==> config.mk <==
export PLATFORM = sky130hd
export DESIGN_NAME = alu_issue
export DESIGN_NICKNAME = d
export VERILOG_FILES = /design/src/rtl/alu_issue.sv
export SDC_FILE = /design/constraint.sdc
export NUM_CORES = 1
export LEC_CHECK = 0
export CAP_MARGIN = 20
export CORE_UTILIZATION = 40
export CTS_BUF_LIST = sky130_fd_sc_hd__clkbuf_4 sky130_fd_sc_hd__clkbuf_8
export DETAILED_ROUTE_END_ITERATION = 10
export DONT_BUFFER_PORTS = 1
export GPL_ROUTABILITY_DRIVEN = 1
export PLACE_DENSITY = 0.5
export RECOVER_POWER = 50
export SLEW_MARGIN = 20
export SYNTH_ARGS = -nofsm -noshare
export SYNTH_HDL_FRONTEND = slang
export SYNTH_SLANG_ARGS = --single-unit
==> constraint.sdc <==
create_clock -name clk -period 5.25 [get_ports clk]
set_input_delay 0.2625 -clock clk [delete_from_list [all_inputs] [get_ports clk]]
set_output_delay 0.2625 -clock clk [all_outputs]
set_load 0.01 [all_outputs]
==> src/rtl/alu_issue.sv <==
// alu_issue: single-outstanding issue stage in front of a combinational ALU.
// A request is latched in IDLE, its operands are held on registered ALU
// inputs for one cycle (or MULDIV_WAIT cycles for mul/div), the ALU result
// is captured, and the response is held until the consumer takes it.
// Divide-by-zero never reaches the ALU; it is answered directly with an error.
module alu_issue #(
   parameter int DATA_WIDTH  = 16,
   parameter int MULDIV_WAIT = 2
) (
   input  logic                  clk,
   input  logic                  rst_n,
   input  logic                  req_valid,
   output logic                  req_ready,
   input  logic [DATA_WIDTH-1:0] req_a,
   input  logic [DATA_WIDTH-1:0] req_b,
   input  logic [2:0]            req_op,
   input  logic [3:0]            req_rd,
   output logic [DATA_WIDTH-1:0] alu_a,
   output logic [DATA_WIDTH-1:0] alu_b,
   output logic [2:0]            alu_op,
   input  logic [DATA_WIDTH-1:0] alu_result,
   input  logic                  alu_zero,
   output logic                  rsp_valid,
   input  logic                  rsp_ready,
   output logic [DATA_WIDTH-1:0] rsp_result,
   output logic                  rsp_zero,
   output logic [3:0]            rsp_rd,
   output logic                  rsp_err,
   output logic                  busy
);

   localparam logic [2:0] OP_MUL = 3'b101;
   localparam logic [2:0] OP_DIV = 3'b110;
   localparam logic [2:0] OP_NOP = 3'b111;

   // Down-counter load value: the last EXEC cycle is the one where the count is zero.
   localparam logic [3:0] WAIT_LOAD = 4'(MULDIV_WAIT - 1);

   typedef enum logic [1:0] {
      ST_IDLE = 2'd0,
      ST_EXEC = 2'd1,
      ST_RESP = 2'd2
   } state_t;

   state_t                state_reg;
   logic [3:0]            cnt_reg;
   logic [DATA_WIDTH-1:0] alu_a_reg;
   logic [DATA_WIDTH-1:0] alu_b_reg;
   logic [2:0]            alu_op_reg;
   logic [DATA_WIDTH-1:0] rsp_result_reg;
   logic                  rsp_zero_reg;
   logic [3:0]            rsp_rd_reg;
   logic                  rsp_err_reg;

   // Handshake and status flags are pure decodes of the state register.
   assign req_ready  = (state_reg == ST_IDLE);
   assign rsp_valid  = (state_reg == ST_RESP);
   assign busy       = (state_reg != ST_IDLE);

   assign alu_a      = alu_a_reg;
   assign alu_b      = alu_b_reg;
   assign alu_op     = alu_op_reg;
   assign rsp_result = rsp_result_reg;
   assign rsp_zero   = rsp_zero_reg;
   assign rsp_rd     = rsp_rd_reg;
   assign rsp_err    = rsp_err_reg;

   // Issue FSM: accept in IDLE, hold ALU inputs through EXEC, present response in RESP.
   always_ff @(posedge clk or negedge rst_n) begin
      if (!rst_n) begin
         state_reg      <= ST_IDLE;
         cnt_reg        <= 4'd0;
         alu_a_reg      <= '0;
         alu_b_reg      <= '0;
         alu_op_reg     <= OP_NOP;
         rsp_result_reg <= '0;
         rsp_zero_reg   <= 1'b0;
         rsp_rd_reg     <= 4'd0;
         rsp_err_reg    <= 1'b0;
      end else begin
         case (state_reg)
            ST_IDLE: begin
               // req_ready is high in IDLE, so req_valid alone means accept.
               if (req_valid) begin
                  rsp_rd_reg <= req_rd;
                  if (req_op == OP_DIV && req_b == '0) begin
                     // Answer divide-by-zero without touching the ALU.
                     rsp_result_reg <= '0;
                     rsp_zero_reg   <= 1'b1;
                     rsp_err_reg    <= 1'b1;
                     cnt_reg        <= 4'd0;
                     state_reg      <= ST_RESP;
                  end else begin
                     alu_a_reg   <= req_a;
                     alu_b_reg   <= req_b;
                     alu_op_reg  <= req_op;
                     rsp_err_reg <= 1'b0;
                     cnt_reg     <= (req_op == OP_MUL || req_op == OP_DIV) ? WAIT_LOAD : 4'd0;
                     state_reg   <= ST_EXEC;
                  end
               end
            end
            ST_EXEC: begin
               if (cnt_reg == 4'd0) begin
                  rsp_result_reg <= alu_result;
                  rsp_zero_reg   <= alu_zero;
                  alu_op_reg     <= OP_NOP;
                  state_reg      <= ST_RESP;
               end else begin
                  cnt_reg <= cnt_reg - 4'd1;
               end
            end
            ST_RESP: begin
               if (rsp_ready) begin
                  state_reg <= ST_IDLE;
               end
            end
            default: begin
               state_reg  <= ST_IDLE;
               alu_op_reg <= OP_NOP;
            end
         endcase
      end
   end

endmodule

======== Word level (Yosys, flattened, before mapping) ========
Cells that the tools add are included.
cells by class
  add/sub/neg operators ................... 1
  multiply operators ...................... 0
  div/mod/pow operators ................... 0
  order comparisons ....................... 0
  eq/ne operators ......................... 10
  shifts and indexed selects .............. 0
  muxes and demuxes ....................... 23
  bitwise gates (word level) .............. 2
  reductions and logical operators ........ 13
operators by type and width
  operator             number
  $mux 16              3
  $pmux 16 s2          1
  $logic_not 16->1     1
  $mux 3               3
  $pmux 3 s3           1
  $reduce_and 3->1     3
  $mux 2               4
  $mux 4               2
  $ne 2x2->1 const B   4
  $pmux 4 s2           1
  $reduce_and 4->1     2
  $eq 3x3->1 const B   2
  $mux 1               6
  $pmux 2 s3           1
  $logic_not 4->1      1
  $ne 2x1->1 const B   2
  $reduce_bool 2->1    2
  $sub 4x1->4 const B  1
  $eq 2x1->1 const B   1
  $eq 2x2->1 const B   1
  $logic_not 2->1      1
  $not 1->1            2
  $pmux 1 s2           1
  $reduce_and 2->1     1
  2 further kinds      2
storage, ports and cells
  flip-flop bits (word level) ............. 63
  latch bits .............................. 0
  bits in writable memories ............... 0
  ROM bits ................................ 0
  bits of input ports ..................... 60
  output and inout bits ................... 60
  memories kept ........................... 0

======== Logic depth before layout (Yosys ltp) ========
Gate-level depths: netlist of the first run.
  word-level depth ........................ 6
  depth in mapped cells ................... 8
  gate-level depth less buffers ........... 6

======== Worst setup path after synthesis of the first run ========
Ideal clock, no wire load.
  path type ............................... reg2reg
  from .................................... register cnt_reg[0]
  to ...................................... register rsp_result_reg[0], in the netlist rsp_result[0]
  setup time .............................. 0.083 ns
  arrival time ............................ 1.627 ns
  data required time ...................... 5.167 ns
  slack ................................... 3.540 ns
  cell stages (with the launch flop) ...... 9
  path buffers ............................ 2
  period minus slack after synthesis ...... 1.710 ns
  cells stage by stage .................... dfrtp_1 > inv_1 > ha_1 > nor3b_1 > and3_1 > buf_2 > buf_4 > a22oi_1 > o21ai_0
between the ends
  longest elaborated chain between the ends .. 3
RTL lines
  what                        line  RTL
  from (decl)                 46    logic [3:0] cnt_reg;
  from (signal assigned)      98    cnt_reg <= (req_op == OP_MUL || req_op == OP_DIV) ? WAIT_LOAD : 4'd0;
  from (signal assigned)      110   cnt_reg <= cnt_reg - 4'd1;
  $logic_not 4->1             104   if (cnt_reg == 4'd0) begin
  $ne 2x2->1 (no line)        -
  $reduce_and 4->1 (no line)  -
  to (signal assigned)        105   rsp_result_reg <= alu_result;
  to (decl)                   50    logic [DATA_WIDTH-1:0] rsp_result_reg;
Every way passes these cells.
A chain may end at the register's enable or synchronous reset.

======== Worst setup path in the final report of the first run ========
  from .................................... register state_reg[0]
  to ...................................... register alu_a_reg[12], in the netlist alu_a[12]
between the ends
  longest elaborated chain between the ends .. 2
RTL lines
  what                        line  RTL
  from (decl)                 45    state_t state_reg;
  from (signal assigned)      71    state_reg <= ST_IDLE;
  from (signal assigned)      92    state_reg <= ST_RESP;
  from (signal assigned)      99    state_reg <= ST_EXEC;
  $logic_not 2->1             -
  named net req_ready         13    output logic req_ready,
  $reduce_and 3->1 (no line)  -
  to (signal assigned)        94    alu_a_reg <= req_a;
  to (decl)                   47    logic [DATA_WIDTH-1:0] alu_a_reg;
The timed path passes the listed nets, and every way through them passes these cells.

==> results by group, run 1 <==
Die
  – Top Ports: 120
  – Starting Density: 41.81%
  – Placeable core region: 0.006832 sq mm
  – Row count: 30
  – DIE AREA: 0.007483 sq mm
  – Die Height: 86.51 um
  – Floorplan die width: 86.51 um

Placed design
  – Final Wtd Congestion: 0.7821
  – Port buffer count: 0
  – Detailed Place HPWL: 3921 um
  – Pre-CTS setup slack: 2.797 ns

Synth
  – Sequential fraction of the synthesis area: 55.32%
  – Share of flip-flops with an asynchronous set or reset after synthesis: 100.0%
  – Ranking of synthesized cells by instance count: sky130_fd_sc_hd__dfrtp_1 (60), sky130_fd_sc_hd__mux2_4 (29), sky130_fd_sc_hd__inv_1 (25)
  – Mapped Cells: 224
  – Area share of the largest cell type after synthesis: 52.56%
  – Synth Register Bits: 63
  – Largest cells by area after synthesis: sky130_fd_sc_hd__dfrtp_1 (53%), sky130_fd_sc_hd__mux2_4 (15%), sky130_fd_sc_hd__o21ai_0 (4.2%)
  – Number of different library cells in the post-synthesis netlist: 37
  – Largest area contributor in the netlist: sky130_fd_sc_hd__dfrtp_1
  – Number of warnings reported in the yosys synthesis log: 0
  – Library cell with the highest instance count after synthesis: sky130_fd_sc_hd__dfrtp_1
  – Mapped cell area: 0.002856 sq mm
  – Mapped Avg Cell Area: 12.75 sq um
  – Number of enable flip-flop cells after synthesis: 0
  – Most frequently used flop master after synthesis: sky130_fd_sc_hd__dfrtp_1
  – Net Count, Synth: 286

Min path
  – Classification of the worst-slack hold path: in -> reg
  – Hold Path Origin: req_a[14]

Timing
  – Total Neg Setup Slack: 0 ns
  – Relative slew slack: 30.13%
  – Final max-slew violation count: 0
  – Minimum period implied by the final worst setup slack: 2.391 ns
  – Final Skew: 0.007779 ns
  – Final worst setup slack: 2.859 ns
  – Setup repair after global routing missed its margin: false
  – Period Utilization, post-route: 45.55%
  – Final setup violating endpoints: 0
  – Tightest Pin Transition: 1.048 ns
  – Number of hold violations in the final report: 0
  – Fmax: 418.2 MHz

Power and ir drop
  – Combinational share of power: 31.6%
  – Power density normalized to cell area: 696.4 mW/mm^2
  – Static leakage: 1.518 nW
  – Max VDD drop: 0.0002404 V
  – Net switching power figure: 0.8133 mW
  – Share of total power consumed by net switching: 36.91%
  – Total design power: 2.204 mW
  – Cell internal power dissipation: 1.390 mW
  – Part of the power in registers: 46.7%
  – Proportion of power drawn by the clock network: 21.7%

Global route
  – Largest net degree at the start of global routing: 64
  – Global Route Usage Sum: 16.35%
  – Wire length of the first global-routing pass: 9052 um
  – Antenna violations before repair: 0
  – Overflow left after global routing: 0
  – Number of global-route vias before repair: 1767

Detailed routing
  – Post-detailed-route wirelength per cell: 17.75 um
  – Via count: 1728
  – Remaining antenna violation count after routing: 0
  – Via/cell ratio: 5.236
  – Pre-Repair DR Iteration Count: 4
  – DRC violation total after the first TritonRoute iteration: 72
  – DR DRC count: 0
  – Post-Route WL: 5858 um

Clock network
  – Post-CTS setup repair buffer count: 0
  – Max Buffers Root-to-Sink: 2
  – CTS-repair resized insts: 0
  – Worst-path clk slew: 0.07 ns
  – Max H-tree Level: 3
  – Post-CTS Hold Fix Bufs: 3
  – Insertion delay to the later sink of the worst-skew pair: 0.34 ns
  – Count of clock tree sinks: 63
  – CTS tree: built
  – Cell chosen for the clock root: sky130_fd_sc_hd__clkbuf_8
  – Cts bufs inserted: 9

Setup path
  – Worst Setup Start Kind: flip-flop
  – Arrival time reported for the critical path endpoint: 2.62 ns
  – Launching element of the worst setup path: state_reg[0]
  – RR Startpoint: state_reg[0]
  – Combined buffer and inverter count along the critical path: 0
  – Startpoint-to-endpoint class of the critical path: reg -> reg
  – CP required: 5.48 ns
  – Critical path fanouts, max: 33
  – Ordered list of cells on the worst path: nor2_2, nand2_2, a21o_2, mux2_2
  – Largest incremental delay on the critical path: 0.83 ns
  – Cell type group with the largest total delay on the critical path: compound AO/OA/AOI/OAI gates
  – Cell at the slowest stage of the critical path: sky130_fd_sc_hd__a21o_2
  – Category of the worst setup path capture point: flip-flop

Cells and area
  – Antenna fix cells: 0
  – Area Growth Syn to Fin: 10.78%
  – Layout filler cell count: 636
  – Net count, final: 291
  – Proportion of layout cells with a drive suffix above 1: 26.50%

Run status
  – Status: finished, final reports clean

Job
  – Reported max-cap violation count: 0
cells in the final DEF (no fill, tap or decap), types with 2 or more instances in the layout:
cell type and count:
sky130_fd_sc_hd__a21oi_1 6, sky130_fd_sc_hd__a221oi_1 2, sky130_fd_sc_hd__a22o_1 3, sky130_fd_sc_hd__a22oi_1 16, sky130_fd_sc_hd__and3_1 2, sky130_fd_sc_hd__bufinv_16 2, sky130_fd_sc_hd__clkbuf_8 10, sky130_fd_sc_hd__clkinvlp_4 2
sky130_fd_sc_hd__dfrtp_1 60, sky130_fd_sc_hd__dfstp_2 3, sky130_fd_sc_hd__dlygate4sd3_1 2, sky130_fd_sc_hd__ha_1 2, sky130_fd_sc_hd__inv_1 25, sky130_fd_sc_hd__mux2_2 7, sky130_fd_sc_hd__mux2_4 29, sky130_fd_sc_hd__nand2_1 3
sky130_fd_sc_hd__nand4_1 2, sky130_fd_sc_hd__nor2_1 6, sky130_fd_sc_hd__nor4_1 5, sky130_fd_sc_hd__o21ai_0 23, sky130_fd_sc_hd__o32ai_1 3
power groups by stage:
stage	Sequential (mW)	Clock [mW]	Combinational, mW
floorplan	0.969	0	0.640
global placement	1.04	0	0.675
detailed placement	1.03	0	0.692
CTS	1.03	0.491	0.704
global route	1.06	0.514	0.777
finish	1.03	0.477	0.697
cell type report:
class / instances / area, sq um / share of cell area [%]
clock inverters: 6 / 92.59 / 2.926
inverters: 25 / 93.84 / 2.966
clock buffers: 10 / 137.6 / 4.350
multi-input cells: 126 / 1085 / 34.28
well taps: 96 / 120.1 / 3.796
flip-flops and latches: 63 / 1580 / 49.94
repair buffers: 4 / 55.05 / 1.740
worst register-to-register path: cells and delay by family, from the launching register on:
| family | cells | cell delay [ns] |
|---|---|---|
| compound gates | 1 | 0.83 |
| simple gates | 2 | 0.39 |
| flops | 1 | 0.65 |
| mux | 1 | 0.42 |
layer usage:
layer	share of wire (%)	vias up	track usage (%)
li1	-	812	-
met1	46	830	20.47
met2	43	76	23.95
met3	9.4	10	7.810
met4	2.0	0	7.424
met5	0	-	0
metrics by stage:
stage	hold slack, ns	utilization [%]	std cells	cell area, sq um
final	0.06257	46.32	330	3164
after global routing	0.03670	46.32	330	3164
after CTS	0.04759	46.32	330	3164
after detailed placement	-0.03158	42.25	311	2887
after global placement	-0.03170	42.25	311	2887
after floorplan	-0.03309	-	224	2856
final timing paths:
path                            slack [ns]         to  depth (start not counted)
worst max-delay path                  2.86  alu_a[12]                          4
worst min-delay path                  0.06  alu_a[14]                          1
worst max register to register        2.86  alu_a[12]                          4
worst min register to register        0.55  alu_op[2]                          2
max in group asynchronous             4.48  alu_op[2]                          2
min in group asynchronous             0.45  alu_a[10]                          2
kinds of logic after synthesis:
| group | after synthesis | synth area share, % |
|---|---|---|
| DFF | 63 | 55.32 |
| AOI/OAI and AO/OA | 59 | 13.27 |
| muxes | 36 | 18.00 |
| buffers and inverters | 35 | 6.745 |
| and+or+nand+nor | 29 | 5.782 |
| adders and majority gates | 2 | 0.8759 |
(Power assumes the default switching activity.)
==> run 2: changes to the inputs <==
Settings changed: ABC_AREA set to 1, PLACE_DENSITY 0.5 to 0.52.
Clock period 5.25 ns to 2 ns, I/O delays scaled along.
==> run 2 against run 1 <==
Against the previous run: combinational power increased by 150%; die area decreased by 0.77%; count of clock-buffer cells in the layout increased by 2; design area increased by 17%; synthesized cell count increased by 43%; sequential power increased by 140%; register-to-register slack got worse by 2.6 ns.
==> results by group, run 2 <==
Run status
  – Status: finished, final reports clean

Synth
  – Number of warnings reported in the yosys synthesis log: 0
  – Mapped cell area: 0.002834 sq mm
  – Largest area contributor in the netlist: sky130_fd_sc_hd__dfrtp_1
  – Area share of the largest cell type after synthesis: 52.98%
  – Number of enable flip-flop cells after synthesis: 0
  – Sequential fraction of the synthesis area: 55.76%
  – Ranking of synthesized cells by instance count: sky130_fd_sc_hd__nand2_1 (140), sky130_fd_sc_hd__dfrtp_1 (60), sky130_fd_sc_hd__nand4_1 (33)
  – Share of flip-flops with an asynchronous set or reset after synthesis: 100.0%
  – Synth Register Bits: 63
  – Net Count, Synth: 383
  – Mapped Avg Cell Area: 8.829 sq um
  – Most frequently used flop master after synthesis: sky130_fd_sc_hd__dfrtp_1
  – Mapped Cells: 321
  – Number of different library cells in the post-synthesis netlist: 28
  – Library cell with the highest instance count after synthesis: sky130_fd_sc_hd__nand2_1
  – Largest cells by area after synthesis: sky130_fd_sc_hd__dfrtp_1 (53%), sky130_fd_sc_hd__nand2_1 (19%), sky130_fd_sc_hd__nand4_1 (7.3%)

Power and ir drop
  – Max VDD drop: 0.0005809 V
  – Static leakage: 1.838 nW
  – Proportion of power drawn by the clock network: 20.8%
  – Cell internal power dissipation: 3.130 mW
  – Part of the power in registers: 46.6%
  – Power density normalized to cell area: 1441 mW/mm^2
  – Combinational share of power: 32.6%
  – Share of total power consumed by net switching: 41.45%
  – Net switching power figure: 2.216 mW

Clock network
  – Insertion delay to the later sink of the worst-skew pair: 0.33 ns
  – Cell chosen for the clock root: sky130_fd_sc_hd__clkbuf_8
  – CTS tree: built
  – Cts bufs inserted: 9
  – Worst-path clk slew: 0.07 ns
  – Max Buffers Root-to-Sink: 2
  – Count of clock tree sinks: 63
  – Max H-tree Level: 3

Global route
  – Largest net degree at the start of global routing: 64
  – Overflow left after global routing: 0
  – Number of global-route vias before repair: 2299
  – Antenna violations before repair: 0
  – Wire length of the first global-routing pass: 11260 um
  – Global Route Usage Sum: 19.99%

Die
  – Die Height: 86.17 um
  – DIE AREA: 0.007425 sq mm
  – Floorplan die width: 86.17 um
  – Placeable core region: 0.006832 sq mm
  – Starting Density: 41.48%
  – Top Ports: 120
  – Row count: 30

Placed design
  – Port buffer count: 0
  – Pre-CTS setup slack: 0.4483 ns
  – Final Wtd Congestion: 0.7948
  – Detailed Place HPWL: 4397 um

Detailed routing
  – Via/cell ratio: 4.896
  – Post-Route WL: 7094 um
  – DRC violation total after the first TritonRoute iteration: 110
  – Via count: 2355
  – Remaining antenna violation count after routing: 0
  – DR DRC count: 0
  – Post-detailed-route wirelength per cell: 14.75 um
  – Pre-Repair DR Iteration Count: 4

Setup path
  – RR Startpoint: state_reg[1]
  – Critical path fanouts, max: 22
  – CP required: 2.27 ns
  – Launching element of the worst setup path: state_reg[1]
  – Startpoint-to-endpoint class of the critical path: reg -> reg
  – Arrival time reported for the critical path endpoint: 2.01 ns
  – Category of the worst setup path capture point: flip-flop
  – Worst Setup Start Kind: flip-flop

Timing
  – Relative slew slack: 7.955%
  – Period Utilization, post-route: 87.05%
  – Fmax: 574.4 MHz
  – Setup repair after global routing missed its margin: false
  – Final max-slew violation count: 0
  – Total Neg Setup Slack: 0 ns
  – Final worst setup slack: 0.2591 ns
  – Number of hold violations in the final report: 0
  – Minimum period implied by the final worst setup slack: 1.741 ns
  – Worst hold slack across all endpoints: 0.01959 ns
  – Final setup violating endpoints: 0
  – Tightest Pin Transition: 1.381 ns
  – Final Skew: 0.006031 ns

Cells and area
  – Net count, final: 442
  – Layout filler cell count: 613
  – Area Growth Syn to Fin: 30.91%
  – Antenna fix cells: 0
  – Top library cells by usage in the layout, fill and taps aside: sky130_fd_sc_hd__nand2_1 (140), sky130_fd_sc_hd__dfrtp_1 (60), sky130_fd_sc_hd__dlygate4sd3_1 (58)
  – Most frequent standard cell in the layout excluding fill and tap cells: sky130_fd_sc_hd__nand2_1
  – Proportion of layout cells with a drive suffix above 1: 14.03%

Min path
  – Classification of the worst-slack hold path: in -> reg
  – Hold Path Origin: req_op[0]

Job
  – Reported max-cap violation count: 0
run 2: power by group through the flow:
stage	Sequential [mW]	Combinational (mW)	Clock [mW]
2_1_floorplan	2.39	1.36	0
3_3_place_gp	2.51	1.57	0
4_1_cts	2.49	1.76	1.14
6_report	2.49	1.74	1.11
3_5_place_dp	2.51	1.61	0
5_1_grt	2.56	1.99	1.20
run 2: repair_timing:
action	4_1_cts	5_1_grt
hold endpoints to repair	116	0
gates resized for setup	0	1
hold buffers	60	0
buffers inserted	0	0
setup endpoints to repair	0	1
run 2: per-layer routing:
layer,track usage (%),vias to the layer above,part of all wire (%)
met3,4.952,10,6.0
met5,0,-,0
li1,-,1148,-
met1,24.89,1122,43
met2,33.04,75,49
met4,8.788,0,1.4
run 2: cell families (layout without fill, tap and decap cells):
family          count (synthesis)  count (layout)  synth area share [%]
compound gates                  7               7                 1.722
simple gates                  219             219                 36.25
fa+ha+maj                       2               2                0.8829
flops                          63              63                 55.76
buf+inv                        28              92                 4.768
xor+xnor                        2               2                0.6182
run 2: final timing paths:
| kind | end | slack, ns | depth (start not counted) |
|---|---|---|---|
| max | alu_b[6] | 0.26 | 5 |
| min | alu_op[0] | 0.02 | 3 |
| max reg2reg | alu_b[6] | 0.26 | 5 |
| min reg2reg | alu_op[0] | 0.49 | 2 |
| max in group asynchronous | rsp_zero | 0.49 | 2 |
| min in group asynchronous | alu_a[1] | 0.67 | 2 |
run 2: critical path, stage by stage (launching register included):
cell and delay, ns:
sky130_fd_sc_hd__dfrtp_1 0.47, sky130_fd_sc_hd__nor2_4 0.16, sky130_fd_sc_hd__buf_4 0.30, sky130_fd_sc_hd__nand4_1 0.12
sky130_fd_sc_hd__dlygate4sd3_1 0.57, sky130_fd_sc_hd__nand2_1 0.06
run 2: metrics by stage:
step | util [%] | std cells | total power [mW] | instance area, sq um
4_1_cts | 54.60 | 481 | 5.403 | 3730
6_report | 54.30 | 481 | 5.346 | 3710
3_3_place_gp | 42.66 | 405 | 4.078 | 2914
3_5_place_dp | 42.66 | 405 | 4.120 | 2914
2_1_floorplan | - | 321 | 3.745 | 2834
5_1_grt | 54.30 | 481 | 5.748 | 3710
run 2: cell type report:
type,instances,area [sq um],share of cell area [%]
clock buffers,12,152.6,4.115
flip-flops and latches,63,1580,42.60
repair buffers,64,640.6,17.27
inverters,12,45.04,1.214
clock inverters,4,45.04,1.214
multi-input cells,230,1126,30.35
well taps,96,120.1,3.238
